### config.mk
export PLATFORM = sky130hd
export DESIGN_NAME = riscv_trap_sequencer
export DESIGN_NICKNAME = d
export VERILOG_FILES = /design/src/rtl/riscv_trap_sequencer.sv
export SDC_FILE = /design/constraint.sdc
export NUM_CORES = 1
export LEC_CHECK = 0
export CORE_AREA = 2 2 248 250
export CTS_BUF_LIST = sky130_fd_sc_hd__clkbuf_8
export DETAILED_ROUTE_END_ITERATION = 6
export DIE_AREA = 0 0 250 252
export PLACE_DENSITY = 0.42
export SKIP_CTS_REPAIR_TIMING = 1
export SLEW_MARGIN = 20
export SYNTH_ARGS = -nofsm -noshare
export SYNTH_HDL_FRONTEND = slang
export SYNTH_SLANG_ARGS = --single-unit
### constraint.sdc
create_clock -name i_riscv_trap_clk -period 8.2 [get_ports i_riscv_trap_clk]
set_input_delay 0.82 -clock i_riscv_trap_clk [delete_from_list [all_inputs] [get_ports i_riscv_trap_clk]]
set_output_delay 0.82 -clock i_riscv_trap_clk [all_outputs]
set_load 0.05 [all_outputs]
### src/rtl/riscv_trap_sequencer.sv
// -----------------------------------------------------------------------------
// riscv_trap_sequencer
//
// Machine-mode trap / MRET controller for the RV64IMC core.
//
// In IDLE the block looks at the execute-stage instruction. If that
// instruction raises an exception, or an enabled interrupt is pending, it
// picks one trap by fixed priority and squashes the instruction with kill.
// It then writes mepc, mcause, mtval and mstatus through the single CSR
// write port, one CSR per state, while stalling the pipeline. An MRET runs
// a single mstatus write instead. Both sequences end in one REDIRECT cycle
// that flushes IF/ID/EX and loads the new PC.
//
// Ports
//   i_riscv_trap_clk / i_riscv_trap_rst_n  clock, synchronous active-low reset
//   i_riscv_trap_valid, _pc, _instr, _addr execute-stage instruction info
//   i_riscv_trap_*_misaligned, _illegal,
//   _ecall, _ebreak, _mret                 exception / decoder flags
//   i_riscv_trap_mip, _mie                 pending / enabled interrupts
//   i_riscv_trap_mstatus, _mtvec, _mepc    current CSR values
//   i_riscv_trap_csr_ready                 CSR file accepts the write
//   o_riscv_trap_kill                      squash current instruction (comb)
//   o_riscv_trap_stall                     freeze pipeline (all non-IDLE states)
//   o_riscv_trap_csr_wen/_addr/_wdata      CSR write port
//   o_riscv_trap_flush, _redirect, _target pipeline flush and PC redirect
// -----------------------------------------------------------------------------
module riscv_trap_sequencer #(
    parameter int XLEN = 64
) (
    input  logic            i_riscv_trap_clk,
    input  logic            i_riscv_trap_rst_n,
    input  logic            i_riscv_trap_valid,
    input  logic [XLEN-1:0] i_riscv_trap_pc,
    input  logic [31:0]     i_riscv_trap_instr,
    input  logic [XLEN-1:0] i_riscv_trap_addr,
    input  logic            i_riscv_trap_inst_addr_misaligned,
    input  logic            i_riscv_trap_load_addr_misaligned,
    input  logic            i_riscv_trap_store_addr_misaligned,
    input  logic            i_riscv_trap_illegal,
    input  logic            i_riscv_trap_ecall,
    input  logic            i_riscv_trap_ebreak,
    input  logic            i_riscv_trap_mret,
    input  logic [XLEN-1:0] i_riscv_trap_mip,
    input  logic [XLEN-1:0] i_riscv_trap_mie,
    input  logic [XLEN-1:0] i_riscv_trap_mstatus,
    input  logic [XLEN-1:0] i_riscv_trap_mtvec,
    input  logic [XLEN-1:0] i_riscv_trap_mepc,
    input  logic            i_riscv_trap_csr_ready,
    output logic            o_riscv_trap_kill,
    output logic            o_riscv_trap_stall,
    output logic            o_riscv_trap_csr_wen,
    output logic [11:0]     o_riscv_trap_csr_addr,
    output logic [XLEN-1:0] o_riscv_trap_csr_wdata,
    output logic            o_riscv_trap_flush,
    output logic            o_riscv_trap_redirect,
    output logic [XLEN-1:0] o_riscv_trap_target
);

    localparam logic [11:0] CSR_MSTATUS = 12'h300;
    localparam logic [11:0] CSR_MEPC    = 12'h341;
    localparam logic [11:0] CSR_MCAUSE  = 12'h342;
    localparam logic [11:0] CSR_MTVAL   = 12'h343;

    // Interrupt sources, entry 0 has the highest priority: MEI > MSI > MTI.
    localparam int NUM_INT = 3;
    localparam logic [NUM_INT-1:0][3:0] INT_CODE = {4'd7, 4'd3, 4'd11};

    // Exception sources, entry 0 has the highest priority:
    // illegal > inst misaligned > ebreak > ecall > store misaligned > load misaligned.
    localparam int NUM_EXC = 6;
    localparam logic [NUM_EXC-1:0][3:0] EXC_CODE = {4'd4, 4'd6, 4'd11, 4'd3, 4'd0, 4'd2};

    typedef enum logic [2:0] {
        ST_IDLE,
        ST_WR_EPC,
        ST_WR_CAUSE,
        ST_WR_TVAL,
        ST_WR_STATUS,
        ST_MRET_STATUS,
        ST_REDIRECT
    } state_t;

    state_t          state_reg, state_next;
    logic [XLEN-1:0] epc_reg, epc_next;
    logic [XLEN-1:0] cause_reg, cause_next;
    logic [XLEN-1:0] tval_reg, tval_next;
    logic [XLEN-1:0] target_reg, target_next;

    logic [NUM_INT-1:0] int_hit;
    logic [NUM_EXC-1:0] exc_flag;
    logic               is_int;
    logic               trap_pending;
    logic               accept_trap;
    logic               accept_mret;
    logic [3:0]         int_code;
    logic [3:0]         exc_code;
    logic [3:0]         sel_code;
    logic [XLEN-1:0]    trap_cause;
    logic [XLEN-1:0]    trap_tval;
    logic [XLEN-1:0]    trap_base;
    logic [XLEN-1:0]    trap_target;

    // Only bits 3, 7 and 11 of mip/mie matter; the rest are folded here.
    logic unused_bits;
    assign unused_bits = ^{i_riscv_trap_mip, i_riscv_trap_mie};

    // An interrupt line counts only when globally enabled via mstatus.MIE.
    genvar gi;
    generate
        for (gi = 0; gi < NUM_INT; gi++) begin : g_int_hit
            assign int_hit[gi] = i_riscv_trap_mstatus[3]
                               & i_riscv_trap_mip[INT_CODE[gi]]
                               & i_riscv_trap_mie[INT_CODE[gi]];
        end
    endgenerate

    assign exc_flag = {i_riscv_trap_load_addr_misaligned,
                       i_riscv_trap_store_addr_misaligned,
                       i_riscv_trap_ecall,
                       i_riscv_trap_ebreak,
                       i_riscv_trap_inst_addr_misaligned,
                       i_riscv_trap_illegal};

    assign is_int       = |int_hit;
    assign trap_pending = is_int | (|exc_flag);
    assign accept_trap  = (state_reg == ST_IDLE) & i_riscv_trap_valid & trap_pending;
    assign accept_mret  = (state_reg == ST_IDLE) & i_riscv_trap_valid & i_riscv_trap_mret
                        & ~trap_pending;

    // Priority encoders: walk from lowest to highest priority so the
    // highest-priority set source is the last one to write the code.
    always_comb begin
        int_code = 4'd0;
        for (int i = NUM_INT - 1; i >= 0; i--) begin
            if (int_hit[i]) begin
                int_code = INT_CODE[i];
            end
        end
    end

    always_comb begin
        exc_code = 4'd0;
        for (int i = NUM_EXC - 1; i >= 0; i--) begin
            if (exc_flag[i]) begin
                exc_code = EXC_CODE[i];
            end
        end
    end

    assign sel_code   = is_int ? int_code : exc_code;
    assign trap_cause = {is_int, {(XLEN-5){1'b0}}, sel_code};

    always_comb begin
        trap_tval = '0;
        if (!is_int) begin
            case (exc_code)
                4'd0, 4'd4, 4'd6: trap_tval = i_riscv_trap_addr;
                4'd2:             trap_tval = {{(XLEN-32){1'b0}}, i_riscv_trap_instr};
                4'd3:             trap_tval = i_riscv_trap_pc;
                default:          trap_tval = '0;
            endcase
        end
    end

    // Vectored mode only offsets interrupts; exceptions always use the base.
    assign trap_base   = {i_riscv_trap_mtvec[XLEN-1:2], 2'b00};
    assign trap_target = ((i_riscv_trap_mtvec[1:0] == 2'b01) && is_int)
                       ? trap_base + {{(XLEN-6){1'b0}}, sel_code, 2'b00}
                       : trap_base;

    function automatic logic [XLEN-1:0] trap_status(input logic [XLEN-1:0] s);
        logic [XLEN-1:0] r;
        r        = s;
        r[7]     = s[3];
        r[3]     = 1'b0;
        r[12:11] = 2'b11;
        return r;
    endfunction

    function automatic logic [XLEN-1:0] mret_status(input logic [XLEN-1:0] s);
        logic [XLEN-1:0] r;
        r        = s;
        r[3]     = s[7];
        r[7]     = 1'b1;
        r[12:11] = 2'b11;
        return r;
    endfunction

    always_ff @(posedge i_riscv_trap_clk) begin
        if (!i_riscv_trap_rst_n) begin
            state_reg  <= ST_IDLE;
            epc_reg    <= '0;
            cause_reg  <= '0;
            tval_reg   <= '0;
            target_reg <= '0;
        end else begin
            state_reg  <= state_next;
            epc_reg    <= epc_next;
            cause_reg  <= cause_next;
            tval_reg   <= tval_next;
            target_reg <= target_next;
        end
    end

    always_comb begin
        state_next             = state_reg;
        epc_next               = epc_reg;
        cause_next             = cause_reg;
        tval_next              = tval_reg;
        target_next            = target_reg;
        o_riscv_trap_kill      = 1'b0;
        o_riscv_trap_stall     = 1'b0;
        o_riscv_trap_csr_wen   = 1'b0;
        o_riscv_trap_csr_addr  = 12'h000;
        o_riscv_trap_csr_wdata = '0;
        o_riscv_trap_flush     = 1'b0;
        o_riscv_trap_redirect  = 1'b0;
        o_riscv_trap_target    = '0;

        case (state_reg)
            ST_IDLE: begin
                o_riscv_trap_kill = accept_trap | accept_mret;
                if (accept_trap) begin
                    state_next  = ST_WR_EPC;
                    epc_next    = i_riscv_trap_pc;
                    cause_next  = trap_cause;
                    tval_next   = trap_tval;
                    target_next = trap_target;
                end else if (accept_mret) begin
                    state_next  = ST_MRET_STATUS;
                    target_next = i_riscv_trap_mepc;
                end
            end

            ST_WR_EPC: begin
                o_riscv_trap_stall     = 1'b1;
                o_riscv_trap_csr_wen   = 1'b1;
                o_riscv_trap_csr_addr  = CSR_MEPC;
                o_riscv_trap_csr_wdata = epc_reg;
                if (i_riscv_trap_csr_ready) begin
                    state_next = ST_WR_CAUSE;
                end
            end

            ST_WR_CAUSE: begin
                o_riscv_trap_stall     = 1'b1;
                o_riscv_trap_csr_wen   = 1'b1;
                o_riscv_trap_csr_addr  = CSR_MCAUSE;
                o_riscv_trap_csr_wdata = cause_reg;
                if (i_riscv_trap_csr_ready) begin
                    state_next = ST_WR_TVAL;
                end
            end

            ST_WR_TVAL: begin
                o_riscv_trap_stall     = 1'b1;
                o_riscv_trap_csr_wen   = 1'b1;
                o_riscv_trap_csr_addr  = CSR_MTVAL;
                o_riscv_trap_csr_wdata = tval_reg;
                if (i_riscv_trap_csr_ready) begin
                    state_next = ST_WR_STATUS;
                end
            end

            // mstatus is read live here so the write reflects its current value.
            ST_WR_STATUS: begin
                o_riscv_trap_stall     = 1'b1;
                o_riscv_trap_csr_wen   = 1'b1;
                o_riscv_trap_csr_addr  = CSR_MSTATUS;
                o_riscv_trap_csr_wdata = trap_status(i_riscv_trap_mstatus);
                if (i_riscv_trap_csr_ready) begin
                    state_next = ST_REDIRECT;
                end
            end

            ST_MRET_STATUS: begin
                o_riscv_trap_stall     = 1'b1;
                o_riscv_trap_csr_wen   = 1'b1;
                o_riscv_trap_csr_addr  = CSR_MSTATUS;
                o_riscv_trap_csr_wdata = mret_status(i_riscv_trap_mstatus);
                if (i_riscv_trap_csr_ready) begin
                    state_next = ST_REDIRECT;
                end
            end

            ST_REDIRECT: begin
                o_riscv_trap_stall    = 1'b1;
                o_riscv_trap_flush    = 1'b1;
                o_riscv_trap_redirect = 1'b1;
                o_riscv_trap_target   = target_reg;
                state_next            = ST_IDLE;
            end

            default: begin
                state_next = ST_IDLE;
            end
        endcase
    end

endmodule

==> flow_summary.json <==
{
  "status": "finished, final reports clean",
  "clk_latency_ns": 0.59,
  "place_hpwl_mm": 41.87,
  "dieArea_sq_um": 63000,
  "critPathMostFrequentCell": "clkdlybuf4s50_1",
  "dr.pass1.iters": 5,
  "finalSetupViolations": 0,
  "start_util_pct": 18.52,
  "p_per_area_nw_per_um2": 211.8,
  "synth_edf_count": 0,
  "critPathTopFamily": "buffers and inverters",
  "h-tree-depth": 4,
  "rsz0062_at_grt": "false",
  "placedCellCount": 2662,
  "yosysSeqAreaShare_pct": 35.96,
  "die-width_um": 250,
  "setup_tns_ns": 0,
  "ir_worst_vdd_uv": 116.8,
  "port-buffer-count": 504,
  "ys_async_sr_fraction_pct": 0,
  "cts_buffer_depth": 2,
  "synth-main-ff-cell": "dfxtp_1",
  "drt_wl_total_mm": 59.14,
  "synth_common_cells": "nand2_1, dfxtp_1, a21oi_1",
  "clk_pin_slew_worst_paths_ns": 0.11,
  "drt_iter0_drc": 883,
  "regArea_sq_um": 4009,
  "grt_pass1_vias": 12790,
  "cp_max_fo": 33,
  "cts.sinks": 200,
  "vias": 12728,
  "vias_per_cell": 4.718,
  "cp-end-kind": "output pin",
  "synth.distinct_cells": 61,
  "antenna_found_initial": 11,
  "worst-path-buf-inv": 4,
  "synth_area_sq_um": 11140,
  "synth_area_per_cell_sq_um": 7.494,
  "grtUsageTotal_pct": 18.35,
  "cts_root_buffer": "clkbuf_8",
  "total_power_mw": 3.666,
  "drv_slew": 0,
  "grt_pass1_wl_mm": 86.14,
  "fillers": 6562,
  "ys_ff_latch": 200,
  "drc": 0,
  "maxCapViolations": 0,
  "wl_per_cell_um": 21.92,
  "num_rows": 90,
  "ant_nets": 0,
  "path_cells": "clkdlybuf4s50_1 -> nor4_1 -> nand2_1 -> o31ai_4 -> buf_4 -> clkinv_1 -> clkdlybuf4s50_1",
  "crit_type": "primary input to output pin",
  "place_congestion": 0.8437,
  "start_kind": "primary input",
  "core_sq_um": 60130,
  "post-route-period-util_pct": 60.34,
  "crit_path_top_delay_cell": "clkdlybuf4s50_1",
  "pin_count": 636,
  "crit_required_ns": 7.38,
  "die_y_um": 252,
  "synthCells": 1486,
  "use_met2_pct": 31.33,
  "cp.arrival_ns": 4.13,
  "synth_top_area_share_pct": 35.96,
  "gr-max-usage-layer": "met2",
  "min_path_type": "register to register",
  "fmax_ghz": 0.2021,
  "syn_to_final_growth_pct": 55.43,
  "relSlewSlack_pct": 36.97,
  "numCtsBuffers": 17,
  "fin_crit_ns": 4.948,
  "final_nets": 2395,
  "grtUsageMet3_pct": 5.911,
  "overflow": 0,
  "grt_max_degree": 72,
  "fin_skew_ns": 0.02936,
  "multi_input_area_sq_um": 6605,
  "drive_gt1_share_pct": 4.236,
  "yosys.area.top_type": "dfxtp_1",
  "grt_use_met1_pct": 22.29,
  "cpPeakStageDelay_ns": 0.84,
  "tightest_slew_ns": 0.9455,
  "stdcell_count": 2698,
  "synth_area_leaders": "dfxtp_1, nand2_1, mux2i_1, a21oi_1, a22oi_1",
  "finalHoldViolCount": 0,
  "cts_tree": "yes",
  "yosys_warnings": 0,
  "p_leak_nw": 5.912,
  "yosysMostFrequentCell": "nand2_1"
}
stage by stage:
| stage | cell area, sq um | utilization, % | hold WS, ns | setup slack (ns) |
|---|---|---|---|---|
| after floorplan | 11160 | - | 0.4196 | 4.659 |
| after global placement | 16850 | 28.02 | 0.4355 | 3.038 |
| after detailed placement | 16850 | 28.02 | 0.4413 | 2.987 |
| after CTS | 17290 | 28.76 | 0.4589 | 3.215 |
| after global routing | 17300 | 28.77 | 0.4744 | 3.064 |
| final | 17310 | 28.78 | 0.4529 | 3.252 |
power breakdown:
part | switching [mW] | total [mW] | internal (mW)
Sequential | 0.110 | 1.24 | 1.13
Combinational | 1.10 | 1.68 | 0.585
Clock | 0.451 | 0.750 | 0.298
placed cells by master (no fill, tap or decap), types with 20 or more instances in the layout:
master	count
and3_1	71
clkdlybuf4s50_1	503
nand3_1	49
a21oi_1	108
nand2_1	351
dfxtp_1	198
a222oi_1	32
buf_4	20
xnor2_1	37
o21ai_0	76
o22ai_1	27
o21ai_1	60
mux2i_1	59
nor2_1	27
nor3_1	27
a22oi_1	64
worst reg2reg max path, delay by kind of cell (launching register included):
family / cells / cell delay [ns]
AND/OR/NAND/NOR: 3 / 1.90
AO/OA/AOI/OAI: 2 / 1.11
flip-flops: 1 / 0.58
buffers and inverters: 1 / 0.34
worst paths after layout:
path         cells after the start  slack, ns                         to                 startpoint
max                              7       3.25          o_riscv_trap_kill        i_riscv_trap_ebreak
min                              2       0.45  tval_reg[18]$_SDFFE_PN0P_  tval_reg[18]$_SDFFE_PN0P_
max reg2reg                      6       4.20  tval_reg[62]$_SDFFE_PN0P_  state_reg[1]$_SDFFE_PN0P_
min reg2reg                      2       0.45  tval_reg[18]$_SDFFE_PN0P_  tval_reg[18]$_SDFFE_PN0P_
kinds of logic (layout without fill, tap and decap cells):
group / Yosys count / in the layout / share of synthesized area [%]
compound gates: 414 / 414 / 23.21
xor+xnor: 53 / 53 / 4.168
fa+ha+maj: 5 / 5 / 0.6292
buf+inv: 154 / 574 / 5.618
flops: 200 / 200 / 35.96
mux: 64 / 64 / 5.809
other cells: 1 / 11 / 0.03368
simple gates: 595 / 595 / 24.57
cell type report:
class	count	share of cell area, %
inverters	18	0.4048
well taps	782	5.653
clock buffers	18	1.431
repair buffers	524	29.99
flip-flops and latches	200	23.16
clock inverters	14	1.142
multi-input cells	1138	38.16
diodes	4	0.05783
routing by layer:
layer / routed length, um / vias to the layer above
met2: 28700 / 415
li1: - / 6148
met1: 25120 / 6105
met3: 4501 / 46
met5: 89 / -
met4: 732 / 14
(Power assumes the default switching activity.)
==> patch (same settings) <==
Set the parameter `XLEN` to 56 (it was 64).
--- a/src/rtl/riscv_trap_sequencer.sv
+++ b/src/rtl/riscv_trap_sequencer.sv
@@ -25,7 +25,7 @@
 //   o_riscv_trap_flush, _redirect, _target pipeline flush and PC redirect
 // -----------------------------------------------------------------------------
 module riscv_trap_sequencer #(
-    parameter int XLEN = 64
+    parameter int XLEN = 56
 ) (
     input  logic            i_riscv_trap_clk,
     input  logic            i_riscv_trap_rst_n,
Ports: changed (9 resized); port bits go from 636 to 564. The function was not compared with the original's and may differ.
==> patch against the unedited design <==
The run now ends with DRC left. Hold slack improved by 0.0076 ns. Synthesized cell count is 8.8% lower. Non-clock buffer count is 48 lower. Cell area shrank 8.0%. Setup slack improved by 0.25 ns. Clock power is 10% lower. Maximum frequency increased by 5.2%. Power fell by 12%. Synthesized area shrank 7.8%. Sequential cell count shrank 24. Wire length shrank 6.3%. Critical path type is now reg2out.
==> patch: results (changes against the unedited design) <==
| Metric | Value |
|---|---|
| Via count | 11,710 (was 12,730) |
| Vias in the first global route | 11,670 (was 12,790) |
| PortBufs | 448 (was 504) |
| DRT Wirelength | 55.42 mm (was 59.14 mm) |
| Number of nets in the layout | 2,168 (was 2,395) |
| First-pass GRT wire length | 79.36 mm (was 86.14 mm) |
| Total GRT Usage | 17.15% (was 18.35%) |
| Share of cells above drive strength 1 | 6.031% (was 4.236%) |
| Placed standard-cell area | 0.01550 mm2 (was 0.01685 mm2) |
| DP HPWL | 40.31 mm (was 41.87 mm) |
| # DRC | 1 (was 0) |
| Most frequent cells after synthesis | nand2_1 (302), dfxtp_1 (176), o21ai_0 (137), clkbuf_1 (97), a21oi_1 (82) (was nand2_1 (351), dfxtp_1 (200), a21oi_1 (108), clkbuf_1 (107), o21ai_0 (76)) |
| Net Sw Frac | 44.62% (was 45.21%) |
| Distinct cells, synth | 60 (was 61) |
| GPL Wtd Cong | 0.7909 (was 0.8437) |
| Register area share after synthesis | 34.33% (was 35.96%) |
| Worst-Margin Slew | 1.066 ns (was 0.9455 ns) |
| Antenna violations before repair | 7 (was 11) |
| Largest net degree at the start of global routing | 65 (was 72) |
| Static Leak | 5.262 nW (was 5.912 nW) |
| Worst path arrival time | 3.88 ns (was 4.13 ns) |
| Outcome | finished, violations left (was finished, final reports clean) |
| # H-tree levels | 4 (unchanged) |
| Total CTS buffers | 17 (unchanged) |
| Clock transition at path regs | 0.10 ns |
| Failing checks | DRC |
| Synth top area cells | dfxtp_1 (34%), nand2_1 (11%), o21ai_0 (6.7%) (was dfxtp_1 (36%), nand2_1 (12%), mux2i_1 (5.3%)) |
| Filler Cells Inserted | 6,638 (was 6,562) |
| CP Max Fanout | 43 (was 33) |
| DR pass1 iterations | 7 (was 5) |
| Skew final | 0.01450 ns (was 0.02936 ns) |
| Worst vdd ir | 0.0001200 V (was 0.0001168 V) |
| Initial drt markers | 720 (was 883) |
==> patch: worst max-delay path, stage by stage (launching register included) <==
cell and delay (ns):
dfxtp_4 0.66, buf_4 0.70, nor2b_1 0.46, a221oi_1 0.64
a21oi_1 0.08, clkdlybuf4s50_1 0.76
==> patch: logic make-up (layout without fill, tap and decap cells) <==
group | after synthesis | count (layout) | share of synthesized area [%]
muxes | 75 | 75 | 7.584
and+or+nand+nor | 562 | 562 | 26.70
AOI/OAI and AO/OA | 378 | 378 | 23.56
buffers and inverters | 140 | 520 | 5.572
adders and majority gates | 5 | 5 | 0.6828
DFF | 176 | 176 | 34.33
other | 1 | 15 | 0.03654
xor gates and xnor gates | 18 | 18 | 1.536
==> patch: stage by stage <==
stage,instances,util [%],worst slack (ns),hold WS [ns]
after floorplan,1361,-,4.217,0.4196
after global placement,2490,25.75,3.020,0.4344
after detailed placement,2491,25.78,3.020,0.4418
after CTS,2523,26.44,3.399,0.4621
after global routing,2528,26.47,3.242,0.4796
final,2531,26.48,3.499,0.4605
==> patch: layout make-up <==
| cell class | instances | area, um2 | area share [%] |
|---|---|---|---|
| antenna | 8 | 20.02 | 0.1257 |
| clock buffer | 18 | 247.7 | 1.556 |
| clock inverter | 14 | 146.4 | 0.9192 |
| inverter | 12 | 47.55 | 0.2986 |
| multi-input combinational | 1045 | 6261 | 39.31 |
| sequential | 176 | 3527 | 22.15 |
| tap | 782 | 978.4 | 6.144 |
| timing repair buffer | 476 | 4697 | 29.49 |
==> patch: path summary, 6_finish.rpt <==
| check | start | slack [ns] | end | cells after the start |
|---|---|---|---|---|
| worst min-delay path | epc_reg[47] | 0.46 | epc_reg[47] | 2 |
| worst max register to register | state_reg[1] | 5.09 | cause_reg[2] | 5 |
| worst max-delay path | state_reg[1] | 3.50 | o_riscv_trap_csr_wdata[3] | 5 |
| worst min register to register | epc_reg[47] | 0.46 | epc_reg[47] | 2 |
==> patch: metal layers <==
layer	part of all wire (%)	global-route usage [%]	vias up
met2	46	27.11	286
met4	1.3	4.414	4
met1	48	23.28	5720
met3	4.9	4.199	33
met5	0.049	0	-
li1	-	-	5665
==> patch: power groups by stage <==
stage / Clock (mW) / Sequential [mW] / Combinational, mW
4_1_cts: 0.728 / 1.08 / 1.52
3_5_place_dp: 0 / 1.10 / 1.51
5_1_grt: 0.749 / 1.10 / 1.60
3_3_place_gp: 0 / 1.09 / 1.50
2_1_floorplan: 0 / 1.06 / 0.902
6_report: 0.674 / 1.08 / 1.49
